## src/rtl/key_pulse_conditioner_if.sv

```systemverilog
// rtl/key_pulse_conditioner_if.sv - key inputs and command pulse outputs of the key conditioner
interface key_pulse_conditioner_if #(
    parameter int N_KEYS = 2
);
    logic [N_KEYS-1:0] key_n;
    logic [N_KEYS-1:0] repeat_en;
    logic [N_KEYS-1:0] pulse;
    logic [N_KEYS-1:0] held;
    logic              any_pulse;

    modport master (
        output key_n,
        output repeat_en,
        input  pulse,
        input  held,
        input  any_pulse
    );

    modport slave (
        input  key_n,
        input  repeat_en,
        output pulse,
        output held,
        output any_pulse
    );
endinterface

```

## src/rtl/key_pulse_conditioner.sv

```systemverilog
// rtl/key_pulse_conditioner.sv - push-button synchroniser, debouncer and hold-to-repeat pulse generator
module key_pulse_conditioner #(
    parameter int N_KEYS          = 2,
    parameter int DEBOUNCE_CYCLES = 500000,
    parameter int REPEAT_DELAY    = 25000000,
    parameter int REPEAT_PERIOD   = 10000000
) (
    input logic                    clk,
    input logic                    reset,
    key_pulse_conditioner_if.slave bus
);
    localparam int RPT_MAX = (REPEAT_DELAY > REPEAT_PERIOD) ? REPEAT_DELAY : REPEAT_PERIOD;
    localparam int DB_W    = $clog2(DEBOUNCE_CYCLES);
    localparam int RPT_W   = $clog2(RPT_MAX);

    localparam logic [DB_W-1:0]  DB_LAST         = DB_W'(DEBOUNCE_CYCLES - 1);
    localparam logic [RPT_W-1:0] RPT_DELAY_LOAD  = RPT_W'(REPEAT_DELAY - 1);
    localparam logic [RPT_W-1:0] RPT_PERIOD_LOAD = RPT_W'(REPEAT_PERIOD - 1);
    localparam logic [RPT_W-1:0] RPT_ZERO        = '0;

    typedef enum logic [1:0] {
        IDLE       = 2'd0,
        PRESS_DB   = 2'd1,
        HELD       = 2'd2,
        RELEASE_DB = 2'd3
    } state_t;

    logic [N_KEYS-1:0] sync_q1;
    logic [N_KEYS-1:0] sync_q2;
    logic [N_KEYS-1:0] pulse_q;
    logic [N_KEYS-1:0] held_q;

    // Keys are inverted at the first flop so everything downstream is active-high.
    always_ff @(posedge clk) begin
        if (reset) begin
            sync_q1 <= '0;
            sync_q2 <= '0;
        end else begin
            sync_q1 <= ~bus.key_n;
            sync_q2 <= sync_q1;
        end
    end

    for (genvar k = 0; k < N_KEYS; k++) begin : g_key
        state_t           state_q;
        state_t           state_d;
        logic [DB_W-1:0]  db_cnt_q;
        logic [DB_W-1:0]  db_cnt_d;
        logic [RPT_W-1:0] rpt_cnt_q;
        logic [RPT_W-1:0] rpt_cnt_d;
        logic             pulse_r;
        logic             pulse_d;
        logic             held_r;
        logic             held_d;
        logic             s;
        logic             rpt_en;

        assign s      = sync_q2[k];
        assign rpt_en = bus.repeat_en[k];

        always_ff @(posedge clk) begin
            if (reset) begin
                state_q   <= IDLE;
                db_cnt_q  <= '0;
                rpt_cnt_q <= '0;
                pulse_r   <= 1'b0;
                held_r    <= 1'b0;
            end else begin
                state_q   <= state_d;
                db_cnt_q  <= db_cnt_d;
                rpt_cnt_q <= rpt_cnt_d;
                pulse_r   <= pulse_d;
                held_r    <= held_d;
            end
        end

        always_comb begin
            state_d   = state_q;
            db_cnt_d  = db_cnt_q;
            rpt_cnt_d = rpt_cnt_q;
            case (state_q)
                IDLE: begin
                    if (s) begin
                        state_d  = PRESS_DB;
                        db_cnt_d = '0;
                    end
                end
                PRESS_DB: begin
                    if (!s) begin
                        state_d = IDLE;
                    end else if (db_cnt_q == DB_LAST) begin
                        state_d   = HELD;
                        rpt_cnt_d = RPT_DELAY_LOAD;
                    end else begin
                        db_cnt_d = db_cnt_q + 1'b1;
                    end
                end
                HELD: begin
                    if (!s) begin
                        state_d  = RELEASE_DB;
                        db_cnt_d = '0;
                    end else if (!rpt_en) begin
                        rpt_cnt_d = RPT_DELAY_LOAD;
                    end else if (rpt_cnt_q == RPT_ZERO) begin
                        rpt_cnt_d = RPT_PERIOD_LOAD;
                    end else begin
                        rpt_cnt_d = rpt_cnt_q - 1'b1;
                    end
                end
                RELEASE_DB: begin
                    // A short release glitch resumes the repeat schedule where it stopped.
                    if (s) begin
                        state_d = HELD;
                    end else if (db_cnt_q == DB_LAST) begin
                        state_d = IDLE;
                    end else begin
                        db_cnt_d = db_cnt_q + 1'b1;
                    end
                end
                default: begin
                    state_d = IDLE;
                end
            endcase
        end

        always_comb begin
            pulse_d = 1'b0;
            held_d  = (state_d == HELD) || (state_d == RELEASE_DB);
            if (state_q == PRESS_DB && s && db_cnt_q == DB_LAST) begin
                pulse_d = 1'b1;
            end else if (state_q == HELD && s && rpt_en && rpt_cnt_q == RPT_ZERO) begin
                pulse_d = 1'b1;
            end
        end

        assign pulse_q[k] = pulse_r;
        assign held_q[k]  = held_r;
    end

    assign bus.pulse     = pulse_q;
    assign bus.held      = held_q;
    assign bus.any_pulse = |pulse_q;
endmodule

```

## src/flat_wrapper.sv

```systemverilog
// flat-port wrapper written by rule: the top's interface ports become plain ports
module key_pulse_conditioner_flat 
#(
    parameter int N_KEYS          = 2,
    parameter int DEBOUNCE_CYCLES = 500000,
    parameter int REPEAT_DELAY    = 25000000,
    parameter int REPEAT_PERIOD   = 10000000
)
  (clk, reset, bus_key_n, bus_repeat_en, bus_pulse, bus_held, bus_any_pulse);
  key_pulse_conditioner_if #(.N_KEYS(N_KEYS)) bus_i ();
  input logic clk;
  input logic reset;
  input wire logic [$bits(bus_i.key_n)-1:0] bus_key_n;
  input wire logic [$bits(bus_i.repeat_en)-1:0] bus_repeat_en;
  output wire logic [$bits(bus_i.pulse)-1:0] bus_pulse;
  output wire logic [$bits(bus_i.held)-1:0] bus_held;
  output wire logic [$bits(bus_i.any_pulse)-1:0] bus_any_pulse;
  assign bus_i.key_n = bus_key_n;
  assign bus_i.repeat_en = bus_repeat_en;
  assign bus_pulse = bus_i.pulse;
  assign bus_held = bus_i.held;
  assign bus_any_pulse = bus_i.any_pulse;
  key_pulse_conditioner #(.N_KEYS(N_KEYS), .DEBOUNCE_CYCLES(DEBOUNCE_CYCLES), .REPEAT_DELAY(REPEAT_DELAY), .REPEAT_PERIOD(REPEAT_PERIOD)) u_core (.clk(clk), .reset(reset), .bus(bus_i));
endmodule
```

## config.mk

```make
export PLATFORM = sky130hd
export DESIGN_NAME = key_pulse_conditioner_flat
export DESIGN_NICKNAME = d
export VERILOG_FILES = /design/src/rtl/key_pulse_conditioner_if.sv /design/src/rtl/key_pulse_conditioner.sv /design/src/flat_wrapper.sv
export SDC_FILE = /design/constraint.sdc
export NUM_CORES = 1
export LEC_CHECK = 0
export ABC_AREA = 1
export CORE_UTILIZATION = 50
export CTS_CLUSTER_SIZE = 8
export DETAILED_ROUTE_END_ITERATION = 6
export HOLD_SLACK_MARGIN = 0.1
export MAX_ROUTING_LAYER = met4
export PLACE_DENSITY = 0.68
export RECOVER_POWER = 50
export SLEW_MARGIN = 40
export SYNTH_ARGS = -nofsm -noshare
export SYNTH_HDL_FRONTEND = slang
export SYNTH_SLANG_ARGS = --single-unit
```

## constraint.sdc

```tcl
create_clock -name clk -period 2.24 [get_ports clk]
set_input_delay 0.224 -clock clk [delete_from_list [all_inputs] [get_ports clk]]
set_output_delay 0.224 -clock clk [all_outputs]
set_load 0.005 [all_outputs]
```

==> impl_metrics.yaml, run 1 <==
status:
  status: "completed"
synthesis:
  syn_area_per_cell_um2: 6.13
  synth_nets: 1006
  syn_area_mm2: 0.00611
  synth_area_leader_cell: "dfxtp_1"
  synth_seq_cells: 100
  netlist-cell-type-count: 32
  synth_area_leaders: "dfxtp_1, nand2_1, nor2_1"
  seq_area_frac_synth_pct: 32.8
  netlist.area_leader.share_pct: 32.8
  synth_warnings: 0
  syn_inst: 996
finish:
  fin_area_mm2: 0.00660
  seqCellArea_mm2: 0.00200
  n_antenna_cell: 0
  nFillCells: 1222
  multi_input_area_mm2: 0.00352
  fin_nets: 1018
  drive_above_1_share_pct: 5.83
  area_growth_pct: 8.07
floorplan:
  die_h_um: 113
  coreArea_mm2: 0.0120
  rows: 40
  start_util_pct: 51.1
  die_x_um: 113
  dieArea_mm2: 0.0127
  ios: 11
timing:
  relSlewSlack_pct: 21.1
  whs_ps: 374
  finalSetupViolCount: 0
  fmax_mhz: 491
  worstMarginPinSlew_ps: 1180
  period_share_pct: 90.9
  setup_tns_ps: 0
  hold_viol: 0
  rsz0062_at_grt: "no"
  fin_crit_ps: 2040
  slew_viol_final: 0
  clock_skew_ps: 5.68
hold_path:
  holdPathEnd: "u_core.sync_q1[0]"
  holdCritPathClass: "primary input to register"
  hold_depth: 2
  min-delay-start: "reset"
job:
  drv_cap: 0
detailed_routing:
  drc: 0
  routed_wl_um: 14200
  ant_nets: 0
  first_iter_violations: 366
  route.vias.total: 5926
  routedWlPerCell_um: 12.2
  dr.pass1.iters: 5
  viasPerCell: 5.11
clock_tree:
  cts_max_path_buffers: 2
  cts_max_level: 3
  clkLatencyLatePin_ps: 350
  clkTransAtPathRegs_ps: 70
  post_cts_buffers: 0
  cts_made_buffers: 9
  cts_tree: "built"
  cts-root-buf: "clkbuf_16"
  cts_sinks: 100
grt:
  antenna_found_initial: 0
  grt_usage_pct: 24.9
  overflow: 0
  grt_max_degree: 27
  grt_pass1_wl_um: 24900
  first_global_vias: 5350
critical_path:
  worstSetupEndpointType: "register"
  rr_startpoint: "u_core.g_key[0].db_cnt_q[1]"
  ff2ff_path_depth: 10
  worstPathRequired_ps: 2490
  critPathBufInv: 1
  r2r-end: "u_core.g_key[0].rpt_cnt_q[4]"
  crit_arrival_ps: 2280
  cp_cell_sequence: "ha_1, nand3_2, inv_2, nand3_2, nor2_4, nand3_1, nand2_4, nand2_1, nor2_1, nor2_1"
  critPathMaxStageDelay_ps: 370
  crit_slowest_cell: "dfxtp_1"
  crit_type: "register to register"
  critPathLaunchType: "register"
  r2r_setup_slack_ps: 200
  path_max_fanout: 24
  path_delay_family: "simple AND/OR/NAND/NOR gates"
placed_design:
  gp_congestion: 0.899
  place.port_buffers: 10
  dpl-instance-area_mm2: 0.00635
  dp_hpwl_um: 10500
pwr:
  leakage_nw: 2.83
  ir_worst_vdd_mv: 0.343
  p_per_area_mw_per_mm2: 563
==> cell type report <==
| type | count | area share (%) |
|---|---|---|
| flip-flops and latches | 100 | 30.3 |
| inverters | 108 | 6.14 |
| clock inverters | 4 | 0.777 |
| well taps | 147 | 2.79 |
| repair buffers | 26 | 3.11 |
| clock buffers | 11 | 3.52 |
| multi-input cells | 763 | 53.3 |
==> how the worst max path moves through the flow <==
stage | slack, ps | depth (start not counted) | to | from
finish | 200 | 10 | u_core.g_key[0].rpt_cnt_q[4] | u_core.g_key[0].db_cnt_q[1]
global route | 10 | 10 | u_core.g_key[0].rpt_cnt_q[12] | u_core.g_key[0].db_cnt_q[1]
CTS | 220 | 10 | u_core.g_key[1].rpt_cnt_q[13] | u_core.g_key[1].db_cnt_q[0]
detailed placement | 270 | 8 | u_core.g_key[1].rpt_cnt_q[13] | bus_repeat_en[1]
global placement | 310 | 10 | u_core.g_key[0].rpt_cnt_q[19] | u_core.g_key[0].db_cnt_q[1]
floorplan | 580 | 9 | u_core.g_key[1].rpt_cnt_q[2] | u_core.g_key[1].db_cnt_q[0]
==> per-stage QoR <==
step	total power [mW]	instances	setup WS, ps	utilization, %
after CTS	3.77	1159	225	55.4
final	3.72	1159	205	55.2
after floorplan	2.13	996	585	-
after global routing	3.89	1159	12.8	55.2
after global placement	2.21	1144	306	53.1
after detailed placement	2.21	1144	266	53.1
==> synth_stat cells (all sizes together) <==
library cell / n
xor2: 26
xnor2: 9
o21a: 1
a31oi: 1
nand3: 64
dfxtp: 100
nand2: 281
buf: 17
nand4: 32
inv: 107
nand3b: 4
nor2: 212
or2: 5
o21ai: 34
clkinv: 1
ha: 4
clkbuf: 8
and2: 1
nor3: 13
a21oi: 76
==> per-layer routing <==
metal	up-vias	global-route usage (%)	routed length, um
li1	3178	-	-
met5	-	-	0
met1	2653	32.3	7110
met4	0	6.84	171
met3	14	5.13	501
met2	81	39.3	6390
==> cell families after synthesis <==
group           Yosys count  share of synthesized area (%)
fa+ha+maj                 4                          0.819
flops                   100                           32.8
compound gates          112                           9.36
xor+xnor                 35                           5.02
buf+inv                 133                           9.30
simple gates            612                           42.7
==> flip-flops by register name (all words and copies together) (netlist names) <==
signal	flops
u_core.g_key.rpt_cnt_q	50
u_core.g_key.db_cnt_q	38
u_core.g_key.state_q	4
u_core.g_key.held_r	2
u_core.g_key.pulse_r	2
u_core.sync_q1	2
u_core.sync_q2	2
==> cells in the final DEF, fill, tap and decap left out, types with 2 or more instances in the layout <==
| master | synthesis | layout |
|---|---|---|
| a21oi_1 | 75 | 75 |
| buf_4 | 5 | 13 |
| nor2_1 | 200 | 200 |
| o21ai_1 | 4 | 3 |
| clkbuf_1 | 8 | 4 |
| o21ai_0 | 29 | 30 |
| inv_2 | 4 | 4 |
| nor2_4 | 5 | 4 |
| clkbuf_2 | 0 | 2 |
| nand4_1 | 32 | 32 |
| inv_1 | 103 | 103 |
| nand2_1 | 276 | 276 |
| clkdlybuf4s50_1 | 0 | 3 |
| nand3b_1 | 4 | 4 |
| nand3_2 | 7 | 2 |
| ha_1 | 4 | 4 |
| xor2_1 | 26 | 26 |
| or2_2 | 5 | 5 |
| clkbuf_16 | 0 | 9 |
| nor3_1 | 13 | 13 |
| nand3_1 | 57 | 61 |
| dfxtp_1 | 100 | 100 |
| nor2_2 | 7 | 8 |
| dlygate4sd3_1 | 0 | 6 |
| xnor2_1 | 9 | 9 |
| nand2_2 | 4 | 4 |
==> where the power goes <==
part | internal (mW) | switching [mW] | total, mW
clock | 0.861 | 0.682 | 1.54
sequential | 1.80 | 0.0179 | 1.81
combinational | 0.117 | 0.243 | 0.360
==> repair_timing <==
item	4_1_cts	5_1_grt
gates resized for setup	0	1
endpoints found under the setup margin	0	2
hold buffers	0	0
No activity file was read; power rests on OpenSTA's default activity.
==> run 2, diff against run 1 <==
- SKIP_LAST_GASP: not set -> 1
==> results of run 2 <==
Final layout, timing and power as in run 1 (identical DEF).
